===== src/rtl/mux4x1_8bits_serializer.sv =====
// ---------------------------------------------------------------------------
// mux4x1_8bits_serializer
//
// Purpose:
//   Takes one group of four lane bytes (each with its own valid bit) and
//   sends them out one byte per clock on a single stream, lane 0 first and
//   lane 3 last. One group can wait in a pending buffer while the previous
//   group is being sent. Offering a new group every 4 cycles therefore keeps
//   the output busy on every cycle.
//
// Ports:
//   clk                   single clock, all state updates on posedge
//   reset                 synchronous, active-high
//   valid_in0..valid_in3  per-lane valid for the offered group
//   data_in0..data_in3    per-lane byte of the offered group
//   in_ready              a group may be accepted at the coming edge
//   valid_out             data_out carries a lane byte this cycle
//   data_out              serialized byte (registered)
//   lane_out              lane index of the current output slot (registered)
//   busy                  serializer is in its SEND state
// ---------------------------------------------------------------------------
module mux4x1_8bits_serializer #(
    parameter int                    DATA_WIDTH = 8,
    parameter logic [DATA_WIDTH-1:0] IDLE_DATA  = '0
) (
    input  logic                  clk,
    input  logic                  reset,
    input  logic                  valid_in0,
    input  logic                  valid_in1,
    input  logic                  valid_in2,
    input  logic                  valid_in3,
    input  logic [DATA_WIDTH-1:0] data_in0,
    input  logic [DATA_WIDTH-1:0] data_in1,
    input  logic [DATA_WIDTH-1:0] data_in2,
    input  logic [DATA_WIDTH-1:0] data_in3,
    output logic                  in_ready,
    output logic                  valid_out,
    output logic [DATA_WIDTH-1:0] data_out,
    output logic [1:0]            lane_out,
    output logic                  busy
);

    typedef enum logic {
        IDLE = 1'b0,
        SEND = 1'b1
    } state_t;

    state_t state;
    state_t state_next;
    logic [1:0] slot;
    logic [1:0] slot_next;
    logic       load;
    logic       accept;

    logic [3:0][DATA_WIDTH-1:0] pend_data;
    logic [3:0]                 pend_v;
    logic                       pend_valid;

    logic [3:0][DATA_WIDTH-1:0] act_data;
    logic [3:0]                 act_v;

    logic [3:0] valid_in;

    assign valid_in = {valid_in3, valid_in2, valid_in1, valid_in0};

    // The pending buffer is the only place a new group can land, so it must
    // be empty. Gating with reset keeps a group from being offered as
    // accepted on an edge that discards everything anyway.
    assign in_ready = ~pend_valid & ~reset;
    assign accept   = in_ready & (|valid_in);
    assign busy     = (state == SEND);

    // Next-state logic. A load moves pending into active either from IDLE
    // or on the last slot of a group. Loading on the last slot keeps the
    // stream gapless when groups arrive back to back. The slot counter only
    // restarts through a load; it never counts while idle.
    always_comb begin
        state_next = state;
        slot_next  = slot;
        load       = 1'b0;
        case (state)
            IDLE: begin
                if (pend_valid) begin
                    load       = 1'b1;
                    slot_next  = 2'd0;
                    state_next = SEND;
                end
            end
            SEND: begin
                if (slot != 2'd3) begin
                    slot_next = slot + 2'd1;
                end else if (pend_valid) begin
                    load      = 1'b1;
                    slot_next = 2'd0;
                end else begin
                    state_next = IDLE;
                end
            end
            default: begin
                state_next = IDLE;
            end
        endcase
    end

    always_ff @(posedge clk) begin
        if (reset) begin
            state <= IDLE;
            slot  <= 2'd0;
        end else begin
            state <= state_next;
            slot  <= slot_next;
        end
    end

    // Each lane keeps its own slot even when its valid is low. Output timing
    // therefore does not depend on which lanes are present.
    always_ff @(posedge clk) begin
        if (reset || state == IDLE) begin
            valid_out <= 1'b0;
            data_out  <= IDLE_DATA;
            lane_out  <= 2'd0;
        end else begin
            valid_out <= act_v[slot];
            data_out  <= act_v[slot] ? act_data[slot] : IDLE_DATA;
            lane_out  <= slot;
        end
    end

    // Accept and load never happen on the same edge, because in_ready is
    // low whenever pend_valid is set.
    always_ff @(posedge clk) begin
        if (reset) begin
            pend_data  <= '0;
            pend_v     <= '0;
            pend_valid <= 1'b0;
        end else if (accept) begin
            pend_data  <= {data_in3, data_in2, data_in1, data_in0};
            pend_v     <= valid_in;
            pend_valid <= 1'b1;
        end else if (load) begin
            pend_valid <= 1'b0;
        end
    end

    always_ff @(posedge clk) begin
        if (reset) begin
            act_data <= '0;
            act_v    <= '0;
        end else if (load) begin
            act_data <= pend_data;
            act_v    <= pend_v;
        end
    end

endmodule


===== config.mk =====
export PLATFORM = sky130hd
export DESIGN_NAME = mux4x1_8bits_serializer
export DESIGN_NICKNAME = d
export VERILOG_FILES = /design/src/rtl/mux4x1_8bits_serializer.sv
export SDC_FILE = /design/constraint.sdc
export NUM_CORES = 1
export LEC_CHECK = 0
export BUFFER_PORTS_ARGS = -buffer_cell sky130_fd_sc_hd__buf_2
export CORE_UTILIZATION = 45
export CTS_CLUSTER_SIZE = 16
export DETAILED_ROUTE_END_ITERATION = 16
export PLACE_DENSITY = 0.63
export SLEW_MARGIN = 5
export SYNTH_ARGS = -nofsm -noshare
export SYNTH_HDL_FRONTEND = slang
export SYNTH_SLANG_ARGS = --single-unit
export TNS_END_PERCENT = 5

===== constraint.sdc =====
create_clock -name clk -period 2.29 [get_ports clk]
set_clock_uncertainty 0.2 [all_clocks]
set_input_delay 0.3435 -clock clk [delete_from_list [all_inputs] [get_ports clk]]
set_output_delay 0.3435 -clock clk [all_outputs]
set_load 0.01 [all_outputs]

Yosys cells after proc, flatten, opt, wreduce, memory -nomap -nowiden
Index checks and enable logic that the tools add are counted.

Memories: 0. Input port bits: 38. Bits in registers: 87. Bits in read-only memories: 0. Bits in writable memories: 0. Bits in latches: 0.

Add/sub/neg operators: 1. Mux-type cells: 14. Shift-type cells: 0. Reductions and logical operators: 4. Multiply operators: 0. Order comparisons: 1. Equal/unequal tests: 1. Divide/modulo/power cells: 0. Bitwise gates (word level): 6.

Operator list (number): $bmux 8 s2 (1); $mux 8 (1); $mux 1 (6); $mux 2 (2); $not 1->1 (4); $pmux 1 s2 (2); $pmux 2 s2 (1); $reduce_or 4->1 (1); $lt 2x3->1 const B (1); $add 2x1->2 const B (1); $and 1x1->1 (2); $bmux 1 s2 (1); $ne 2x2->1 const B (1); $reduce_bool 2->1 (1); $reduce_or 2->1 (1); $logic_or 1x1->1 (1).

Depth between registers and ports, before layout
Gate-level depths: netlist of the first run.

Depth after elaboration: 5. Depth in mapped cells: 6.

Worst setup path after synthesis of the first run
No wires, ideal clock.

Path type: reg-to-reg. From: register slot[0]. To: register act_data[10] in the netlist's numbering. Data arrival time: 1.370 ns. Stages on the path, launching flop included: 7. Clock period less this slack: 1.640 ns. Setup slack: 0.650 ns. Path buffers: 2. Setup time: 0.070 ns. Cell sequence: dfxtp_1 > ha_1 > and2b_1 > clkbuf_1 > clkbuf_2 > o21ai_0 > a21oi_1.

Longest elaborated chain between the ends: 3.

RTL lines: from (decl) (RTL line 50) `logic [1:0] slot;`; from (signal assigned) (RTL line 111) `slot <= slot_next;`; $ne 2x2->1 (RTL line 90) `if (slot != 2'd3) begin`; $mux 1 (RTL line 90); $pmux 1 s2 (RTL line 81) `case (state)`; to (signal assigned) (RTL line 150) `act_data <= pend_data;`; to (decl) (RTL line 59) `logic [3:0][DATA_WIDTH-1:0] act_data;`.

No other way between the ends. A chain may end at the register's enable or synchronous reset.

Worst setup path after layout of the first run
From: register pend_valid. To: output port in_ready.

Longest elaborated chain between the ends: 2.

RTL lines: from (decl) (RTL line 57) `logic pend_valid;`; from (signal assigned) (RTL line 135) `pend_valid <= 1'b0;`; from (signal assigned) (RTL line 139) `pend_valid <= 1'b1;`; from (signal assigned) (RTL line 141) `pend_valid <= 1'b0;`; $not 1->1 (RTL line 69) `assign in_ready = ~pend_valid & ~reset;`; $and 1x1->1 (RTL line 69); to (decl) (RTL line 36) `output logic in_ready,`.

No other way between the ends.

==> metrics.txt, run 1 <==
status=complete, no violations; post-layout util=0.539; Crit path required time=around 1.8 ns; min Tclk post-route=1.84 ns; maximum level of the CTS H-tree=3; Area Overhead vs Synth=13.0%; CTS resizes=0; WHS=0.0462 ns; global placement routability congestion=between 0.7 and 0.8; RSZ-0062 raised after global routing=false; # IOs=51; CP max FO=50; clk sinks=slightly below 90; slowest stage delay, CP=0.49 ns; maxcap violations=0; max_slew headroom=0.565; worst slew pin tran=about 0.65 ns; core area=7410 sq um; Main synth FF type=dfxtp_1; Lkg Pwr=between 1.5 and 2 nW; syn avg cell area=9.22 sq um; share of cells above drive strength 1=0.233; Most Crowded Layer GR=met2; CP arrival=between 1 and 1.5 ns; Die Footprint=8200 sq um; Clk Latency, worst-skew pair=0.35 ns; gr ovfl total=0; DRC=0; WP buf/inv=2; Synth Register Bits=87; synthesis warning total=0; Post-synth ARST share=0; Horiz. Die Dim=90.6 microns; WS Path Type=flip-flop to output port; Final HPWL DP=4840 microns; Worst path slowest cell=dfxtp_2; Synth area leader=dfxtp_1; Longest Clk Path Bufs=2; Avg Vias per Cell=5.57; cells after synthesis=383; crit start category=flip-flop; CTS tree=yes; max-slew violations=0; DRT Pass-1 Iters=4; initial DRC count=147; met2 Usage GRT=0.291; Max Freq=543 MHz; mapped cell area=roughly 3500 sq um; pin count of the biggest net entering global routing=64; syn nets=422; count of final hold-check violations=0; initial antenna violation count=0; clock-pin slew on the worst setup and hold paths=0.08 ns; # diodes=0; ANT nets after route=0; crit end category=output port; via count=roughly 2,900; CP top delay family=flip-flops; met1 Resource Use GR=0.252; fin nets=453; Core Rows=31; final period utilization=0.804; Overall Global Routing Usage=0.189; top cells by area, synth=dfxtp_1 (49%), a21oi_1 (11%), o21ai_0 (10%); Worst IR Drop VDD=0.391 mV; Wirelength per Cell=about 14 microns; hold crit path type=input pin to flip-flop; Initial Utilization=0.477; most common cell in the netlist=dfxtp_1; top cells by count, synth=dfxtp_1 (87), a21oi_1 (75), o21ai_0 (72); first-pass GRT wire length=about 12,000 microns; Post-CTS Setup Bufs=0; die height=90.6 microns; post-synthesis cell type count=26; hold_buf cts=0; setup_tns=0 ns; final setup vio count=0; Synth top area share=0.493; filler cell count=722; CTS root buffer=clkbuf_8; clock buffer count from CTS=9; final wirelength=7420 microns; crit-path cells=buf_12, nor2_1, buf_2; Port-buffer cells=50; number of synthesized flops with an enable pin=0; areal power density over the cells=733 nW/um^2; part of the Yosys area used for sequential elements=0.493; met3 GRT Util=0.0463; number of global-route vias before repair=2,533
==> sequential cells by signal, indices dropped and copies added (netlist names) <==
signal	cells
pend_data	32
pend_v	4
slot	2
act_data	32
valid_out	1
lane_out	2
data_out	8
pend_valid	1
act_v	4
busy	1
==> worst register-to-register path, delay by kind of cell (launching register included) <==
kind / cells / cell delay [ns]
multiplexers: 1 / 0.55
flip-flops: 1 / 0.45
AND/OR/NAND/NOR: 1 / 0.19
buffers and inverters: 1 / 0.23
==> through the flow <==
stage / instances / instance area, sq um / setup WS, ns / total power [W]
2_1_floorplan: 383 / 3530 / 0.650 / 0.00191
3_3_place_gp: 502 / 3820 / 0.600 / 0.00201
3_5_place_dp: 502 / 3820 / 0.573 / 0.00201
4_1_cts: 515 / 3990 / 0.442 / 0.00296
5_1_grt: 515 / 3990 / 0.363 / 0.00308
6_report: 515 / 3990 / 0.449 / 0.00293
==> final timing paths <==
| path | startpoint | endpoint | slack [ns] | cells after the start |
|---|---|---|---|---|
| setup / recovery | pend_valid$_SDFFE_PP0P_ | in_ready | 0.45 | 3 |
| hold / removal | data_in1[5] | pend_data[13]$_SDFFE_PP0P_ | 0.05 | 3 |
| setup reg to reg | slot[0]$_SDFF_PP0_ | data_out[5]$_SDFF_PP0_ | 0.56 | 3 |
| hold reg to reg | pend_data[11]$_SDFFE_PP0P_ | act_data[11]$_SDFFE_PP0P_ | 0.27 | 2 |
==> per-layer routing <==
layer	vias up	wire, microns
met5	-	0
met4	0	140
met3	14	273
met2	52	3410
met1	1358	3600
li1	1442	-
==> layout by cell type (no fill, tap or decap), types with 3 or more instances in the layout <==
cell type   n
mux4_2      3
nand2_1     6
and3_1      8
a21oi_1    75
buf_4      11
o21ai_0    72
nand3_1    38
nand3b_1   14
or3b_2     16
clkbuf_8   12
mux4_1      6
dfxtp_1    86
buf_2      50
==> cells by family after synthesis <==
logic type,after synthesis,share of synthesized area
compound gates,148,0.210
simple gates,93,0.168
flops,87,0.493
buf+inv,45,0.0610
mux,9,0.0638
fa+ha+maj,1,0.00354
==> layout make-up <==
type,instances,area (sq um),area share
Inverter,2,7.51,0.00188
Clock buffer,12,165,0.0414
Sequential cell,87,1740,0.437
Timing Repair Buffer,63,373,0.0934
Tap cell,99,124,0.0310
Multi-Input combinational cell,251,1570,0.394
Clock inverter,1,5.00,0.00125
==> power by group <==
part | total (W) | switching, W | internal, W
Sequential | 0.00164 | 0.0000463 | 0.00159
Clock | 0.000950 | 0.000487 | 0.000464
Combinational | 0.000339 | 0.000194 | 0.000145
Power figures use the tool's default switching activity.
==> run 2, diff against run 1 <==
--- a/config.mk
+++ b/config.mk
@@ -5,6 +5,7 @@
 export SDC_FILE = /design/constraint.sdc
 export NUM_CORES = 1
 export LEC_CHECK = 0
+export ABC_AREA = 1
 export BUFFER_PORTS_ARGS = -buffer_cell sky130_fd_sc_hd__buf_2
 export CORE_UTILIZATION = 45
 export CTS_CLUSTER_SIZE = 16
==> constraint.sdc (replaced) <==
create_clock -name clk -period 1.7 [get_ports clk]
set_clock_uncertainty 0.2 [all_clocks]
set_input_delay 0.255 -clock clk [delete_from_list [all_inputs] [get_ports clk]]
set_output_delay 0.255 -clock clk [all_outputs]
set_load 0.01 [all_outputs]
==> metrics.txt, run 2 <==
status=complete, no violations; min Tclk post-route=1.63 ns; areal power density over the cells=1010 nW/um^2 (+37%); final wirelength=7870 microns (+6.1%); Crit path required time=1.24 ns (-0.51 ns); most common cell in the netlist=nand2_1; CTS tree=yes; post-synthesis cell type count=22 (-15%); # diodes=0 (unchanged); Main synth FF type=dfxtp_1; fin nets=562 (+24%); count of final hold-check violations=0 (unchanged); die height=91 microns (+0.46%); most frequent cells in the layout=nand2_1 (120), nand3_1 (89), dfxtp_1 (87); part of the Yosys area used for sequential elements=0.489 (-0.00467); first-pass GRT wire length=13,500 microns (+9.3%); DRC=0 (unchanged); initial DRC count=144 (-2.0%); Initial Utilization=0.464 (-0.0129); # IOs=51 (unchanged); Horiz. Die Dim=91 microns (+0.46%); top cells by area, synth=dfxtp_1 (49%), nand2_1 (13%), nand3_1 (12%); Place WS=0.0994 ns (-0.474 ns); syn avg cell area=8.08 sq um (-12%); Synth area leader=dfxtp_1; WS Path Type=flip-flop to output port; worst slew pin tran=0.377 ns (-0.275 ns); Synth Register Bits=87 (unchanged); crit end category=output port; Final HPWL DP=5190 microns (+7.3%); Avg Vias per Cell=4.79 (-14%); Area Overhead vs Synth=25.5%; crit start category=flip-flop; Post-CTS Setup Bufs=0 (unchanged); maxcap violations=0 (unchanged); Core Rows=32 (+3.2%); CTS root buffer=clkbuf_8; Lkg Pwr=2.10 nW (+37%); Post-synth ARST share=0 (unchanged); synthesis warning total=0 (unchanged); hold crit path type=input pin to flip-flop; gr ovfl total=0 (unchanged); clock buffer count from CTS=9 (unchanged); Overall Global Routing Usage=0.202 (+0.0129); ANT nets after route=0 (unchanged); Clk Latency, worst-skew pair=0.36 ns (about the same); fin worst setup slack=0.0678 ns (-0.381 ns); Wirelength per Cell=12.5 microns (-13%); max-slew violations=0 (unchanged); max_slew headroom=0.749 (+0.183); DRT Pass-1 Iters=4 (unchanged); largest registers=act_data (32), pend_data (32), data_out (8); Synth top area share=0.489 (-0.00467); clk sinks=87 (unchanged); setup_tns=0 ns (unchanged); number of synthesized flops with an enable pin=0 (unchanged); core area=7690 sq um (+3.8%); cells after synthesis=441 (+15%); via count=3,016 (+5.2%); post-layout util=0.582 (+0.0433); initial antenna violation count=0 (unchanged); final setup vio count=0 (unchanged); global placement routability congestion=0.838 (+14%); share of cells above drive strength 1=0.205 (-0.0286); design area=4470 sq um (+12%); clock-pin slew on the worst setup and hold paths=0.08 ns (about the same); maximum level of the CTS H-tree=3 (unchanged); Port-buffer cells=50 (unchanged); CP arrival=1.18 ns (-0.12 ns); mapped cell area=3560 sq um (+0.96%); Longest Clk Path Bufs=2 (unchanged); Max Freq=613 MHz; Worst IR Drop VDD=0.570 mV (+46%); pin count of the biggest net entering global routing=52 (-19%); placed standard-cell area=3880 sq um (+1.5%); number of global-route vias before repair=2,882 (+14%); final period utilization=0.960; Inst Count DP=576 (+15%); syn nets=480 (+14%); Layout Cells excl Fill=630 (+22%); top cells by count, synth=nand2_1 (121), nand3_1 (89), dfxtp_1 (87); CP max FO=4 (-92%); most common cell after layout, fill and taps aside=nand2_1; Die Footprint=8280 sq um (+0.93%)
run 2: cell count changes after synthesis, sizes merged, moves of 8 or more:
cell,previous run,this run
a21oi,75,2
or3b,18,0
inv,2,52
a22oi,0,36
mux4,9,0
clkbuf,28,1
buf,15,28
o21ai,72,0
nor2,2,16
and3,8,0
nand3b,14,0
nand2,6,126
nand3,38,89
run 2: final timing paths:
check,depth (start not counted),to,slack [ns],from
worst min-delay path,4,lane_out[0]$_SDFF_PP0_,0.06,reset
worst max register to register,7,act_data[23]$_SDFFE_PP0P_,0.07,slot[0]$_SDFF_PP0_
worst min register to register,2,pend_data[15]$_SDFFE_PP0P_,0.27,pend_data[15]$_SDFFE_PP0P_
worst max-delay path,2,in_ready,0.07,pend_valid$_SDFFE_PP0P_
run 2: where the power goes:
| part | total, W | leakage [nW] | internal, W | switching [W] |
|---|---|---|---|---|
| registers | 0.00231 | 0.718 | 0.00224 | 0.0000754 |
| logic | 0.000797 | 1.28 | 0.000346 | 0.000451 |
| clock network | 0.00139 | 0.0960 | 0.000674 | 0.000714 |
run 2: stage by stage:
step | hold slack (ns) | total power [W]
6_report | 0.0635 | 0.00450
5_1_grt | 0.0903 | 0.00475
4_1_cts | 0.0449 | 0.00452
3_5_place_dp | 0.259 | 0.00308
3_3_place_gp | 0.257 | 0.00306
2_1_floorplan | 0.124 | 0.00289
run 2: kinds of logic (layout without fill, tap and decap cells):
| logic type | count (synthesis) | after routing | synth area share |
|---|---|---|---|
| flip-flops | 87 | 87 | 0.489 |
| AND/OR/NAND/NOR | 232 | 232 | 0.289 |
| adder cells (fa/ha/maj) | 1 | 1 | 0.00351 |
| AO/OA/AOI/OAI | 39 | 39 | 0.110 |
| buffers and inverters | 82 | 169 | 0.110 |
run 2: timing repair:
action                                 in CTS  in global routing
gates resized for setup                     0                  2
setup endpoints to repair                   0                 13
hold buffers                               37                  0
endpoints found under the hold margin      38                  0
run 2: critical path, cell delays in order, from the launching register on:
cell     delay [ns]
dfxtp_1        0.39
nor2_2         0.26
buf_2          0.18
run 2: per-layer routing:
metal | share of wire | wire [microns] | up-vias | global-route usage
li1 | - | - | 1586 | -
met1 | 0.49 | 3870 | 1361 | 0.279
met2 | 0.46 | 3630 | 63 | 0.315
met3 | 0.040 | 317 | 6 | 0.0402
met4 | 0.0071 | 56 | 0 | 0.0714
met5 | 0 | 0 | - | 0
run 2: layout make-up:
cell class | count | area (sq um)
fill | 748 | 3210
clock buffer | 10 | 128
sequential | 87 | 1740
multi-input combinational | 272 | 1440
inverter | 53 | 199
clock inverter | 6 | 61.3
timing repair buffer | 100 | 773
tap | 102 | 128
==> run 3, diff against run 2 <==
--- a/config.mk
+++ b/config.mk
@@ -10,7 +10,7 @@
 export CORE_UTILIZATION = 45
 export CTS_CLUSTER_SIZE = 16
 export DETAILED_ROUTE_END_ITERATION = 16
-export PLACE_DENSITY = 0.63
+export PLACE_DENSITY_LB_ADDON = 0.08
 export SLEW_MARGIN = 5
 export SYNTH_ARGS = -nofsm -noshare
 export SYNTH_HDL_FRONTEND = slang
==> metrics.txt, run 3 (synthesis gave the netlist of run 2 again) <==
DRC=1 (+1); CP max FO=36 (+32); Area Overhead vs Synth=25.0%; # diodes=0 (unchanged); placed standard-cell area=3890 sq um (+0.19%); number of global-route vias before repair=2,906 (+0.83%); most common cell after layout, fill and taps aside=nand2_1; most frequent cells in the layout=nand2_1 (121), nand3_1 (89), dfxtp_1 (87); R2R depth=7 (unchanged); max_slew headroom=0.738 (-0.0108); global placement routability congestion=0.812 (-3.1%); Initial Utilization=0.464 (unchanged); setup slack, reg-to-reg=0.16 ns (+0.09 ns); status=finished, violations left; Layout Cells excl Fill=629 (-0.16%); core area=7690 sq um (unchanged); Place WS=0.162 ns (+0.0630 ns); hold-critical path depth=4 (unchanged); maximum level of the CTS H-tree=3 (unchanged); Max Freq=618 MHz (+0.87%); crit start category=input pin; # IOs=51 (unchanged); Clk Latency, worst-skew pair=0.36 ns (about the same); DRT Pass-1 Iters=10 (+6); WS Path Type=input pin to flip-flop; Total Power=0.00453 W (+0.65%); via count=3,005 (-0.36%); count of final hold-check violations=0 (unchanged); fin nets=562 (unchanged); post-layout util=0.579 (-0.00260); Worst Hold Endpoint=lane_out[1]$_SDFF_PP0_; RSZ-0062 raised after global routing=true; largest registers=act_data (32), pend_data (32), data_out (8); clock-pin slew on the worst setup and hold paths=0.08 ns (about the same); filler cell count=756 (+1.1%); CP arrival=1.71 ns (+0.53 ns); hold crit path type=input pin to flip-flop; CTS root buffer=clkbuf_8; Avg Vias per Cell=4.78 (-0.21%); crit end category=flip-flop; initial antenna violation count=0 (unchanged); final period utilization=0.952 (-0.00828); Worst path slowest cell=dlygate4sd3_1; Worst IR Drop VDD=0.540 mV (-5.2%); slowest stage delay, CP=0.53 ns (+0.14 ns); pin count of the biggest net entering global routing=53 (+1.9%); design area=4450 sq um (-0.45%); Longest Clk Path Bufs=2 (unchanged); CP top delay family=simple AND/OR/NAND/NOR gates; initial DRC count=150 (+4.2%); Wirelength per Cell=12.3 microns (-1.4%); ANT nets after route=0 (unchanged); first-pass GRT wire length=13,700 microns (+0.97%); Overall Global Routing Usage=0.211 (+0.00841); min Tclk post-route=1.62 ns (-0.0141 ns); Horiz. Die Dim=91 microns (unchanged); CTS tree=yes; clk sinks=87 (unchanged); RR Endpoint=act_v[0]$_SDFFE_PP0P_; die height=91 microns (unchanged); Lkg Pwr=2.09 nW (-0.27%); Port-buffer cells=50 (unchanged); failing checks=DRC; Core Rows=32 (unchanged); max-slew violations=0 (unchanged); crit-path cells=dlygate4sd3_1, buf_2, nor2_4, nand2_2, nand2_4, nand3_1, nand2_1; gr ovfl total=0 (unchanged); final wirelength=7750 microns (-1.5%); share of cells above drive strength 1=0.201 (-0.00341); clock buffer count from CTS=9 (unchanged); Inst Count DP=577 (+0.17%); maxcap violations=0 (unchanged); areal power density over the cells=1020 nW/um^2 (+1.1%); CTS resizes=0 (unchanged); Final HPWL DP=5090 microns (-2.1%); Crit path required time=1.80 ns (+0.56 ns); Die Footprint=8280 sq um (unchanged); fin worst setup slack=0.0819 ns (+0.0141 ns); RR Startpoint=slot[0]$_SDFF_PP0_; worst slew pin tran=0.393 ns (+0.0161 ns); final setup vio count=0 (unchanged); WP buf/inv=2 (+1); Post-CTS Setup Bufs=0 (unchanged); Worst Hold Launch=reset
[run 3: changes by cell type in the layout (fill, tap and decap cells not counted), sizes merged]
cell,change
clkinv,-3
buf,+1
clkbuf,+1
[run 3: routing by layer]
metal  global-route usage  vias up  share of wire  wire, microns
met3               0.0310       12          0.034            261
met4               0.0992        0          0.019            148
met2                0.337       69           0.46           3540
li1                     -     1586              -              -
met1                0.280     1338           0.49           3800
met5                    0        -              0              0
[run 3: report_power, final]
group / internal (W) / switching [W]
clock: 0.000750 / 0.000696
combinational: 0.000335 / 0.000432
sequential: 0.00224 / 0.0000772
[run 3: worst reg2reg max path, cell delays in order, from the launching register on]
cell	delay (ns)
dfxtp_1	0.39
ha_1	0.16
inv_1	0.04
nand2_2	0.11
nand2_4	0.07
nand2_2	0.10
buf_12	0.23
a22oi_1	0.11
[run 3: area by class of cell]
class / count / area [sq um] / share of cell area
Inverter: 53 / 199 / 0.0447
Timing Repair Buffer: 100 / 756 / 0.170
Tap cell: 102 / 128 / 0.0287
Multi-Input combinational cell: 272 / 1430 / 0.322
Sequential cell: 87 / 1740 / 0.391
Clock inverter: 3 / 42.5 / 0.00955
Clock buffer: 12 / 155 / 0.0348
[run 3: timing repair]
action                     4_1_cts  5_1_grt
hold buffers                    37        0
hold endpoints to repair        38        0
setup endpoints to repair        0       11
[run 3: per-stage QoR]
| step | hold WS, ns | TNS [ns] |
|---|---|---|
| floorplan | 0.124 | 0 |
| global placement | 0.257 | 0 |
| detailed placement | 0.259 | 0 |
| CTS | 0.0506 | 0 |
| global route | 0.0851 | -0.131 |
| finish | 0.0659 | 0 |
[run 3: worst max path at each step]
stage / start / endpoint / depth (start not counted)
finish: valid_in3 / pend_data[6]$_SDFFE_PP0P_ / 7
global route: valid_in1 / pend_data[0]$_SDFFE_PP0P_ / 7
CTS: pend_valid$_SDFFE_PP0P_ / in_ready / 2
detailed placement: slot[0]$_SDFF_PP0_ / act_data[31]$_SDFFE_PP0P_ / 7
global placement: slot[0]$_SDFF_PP0_ / act_data[7]$_SDFFE_PP0P_ / 7
floorplan: slot[0]$_SDFF_PP0_ / pend_valid$_SDFFE_PP0P_ / 8
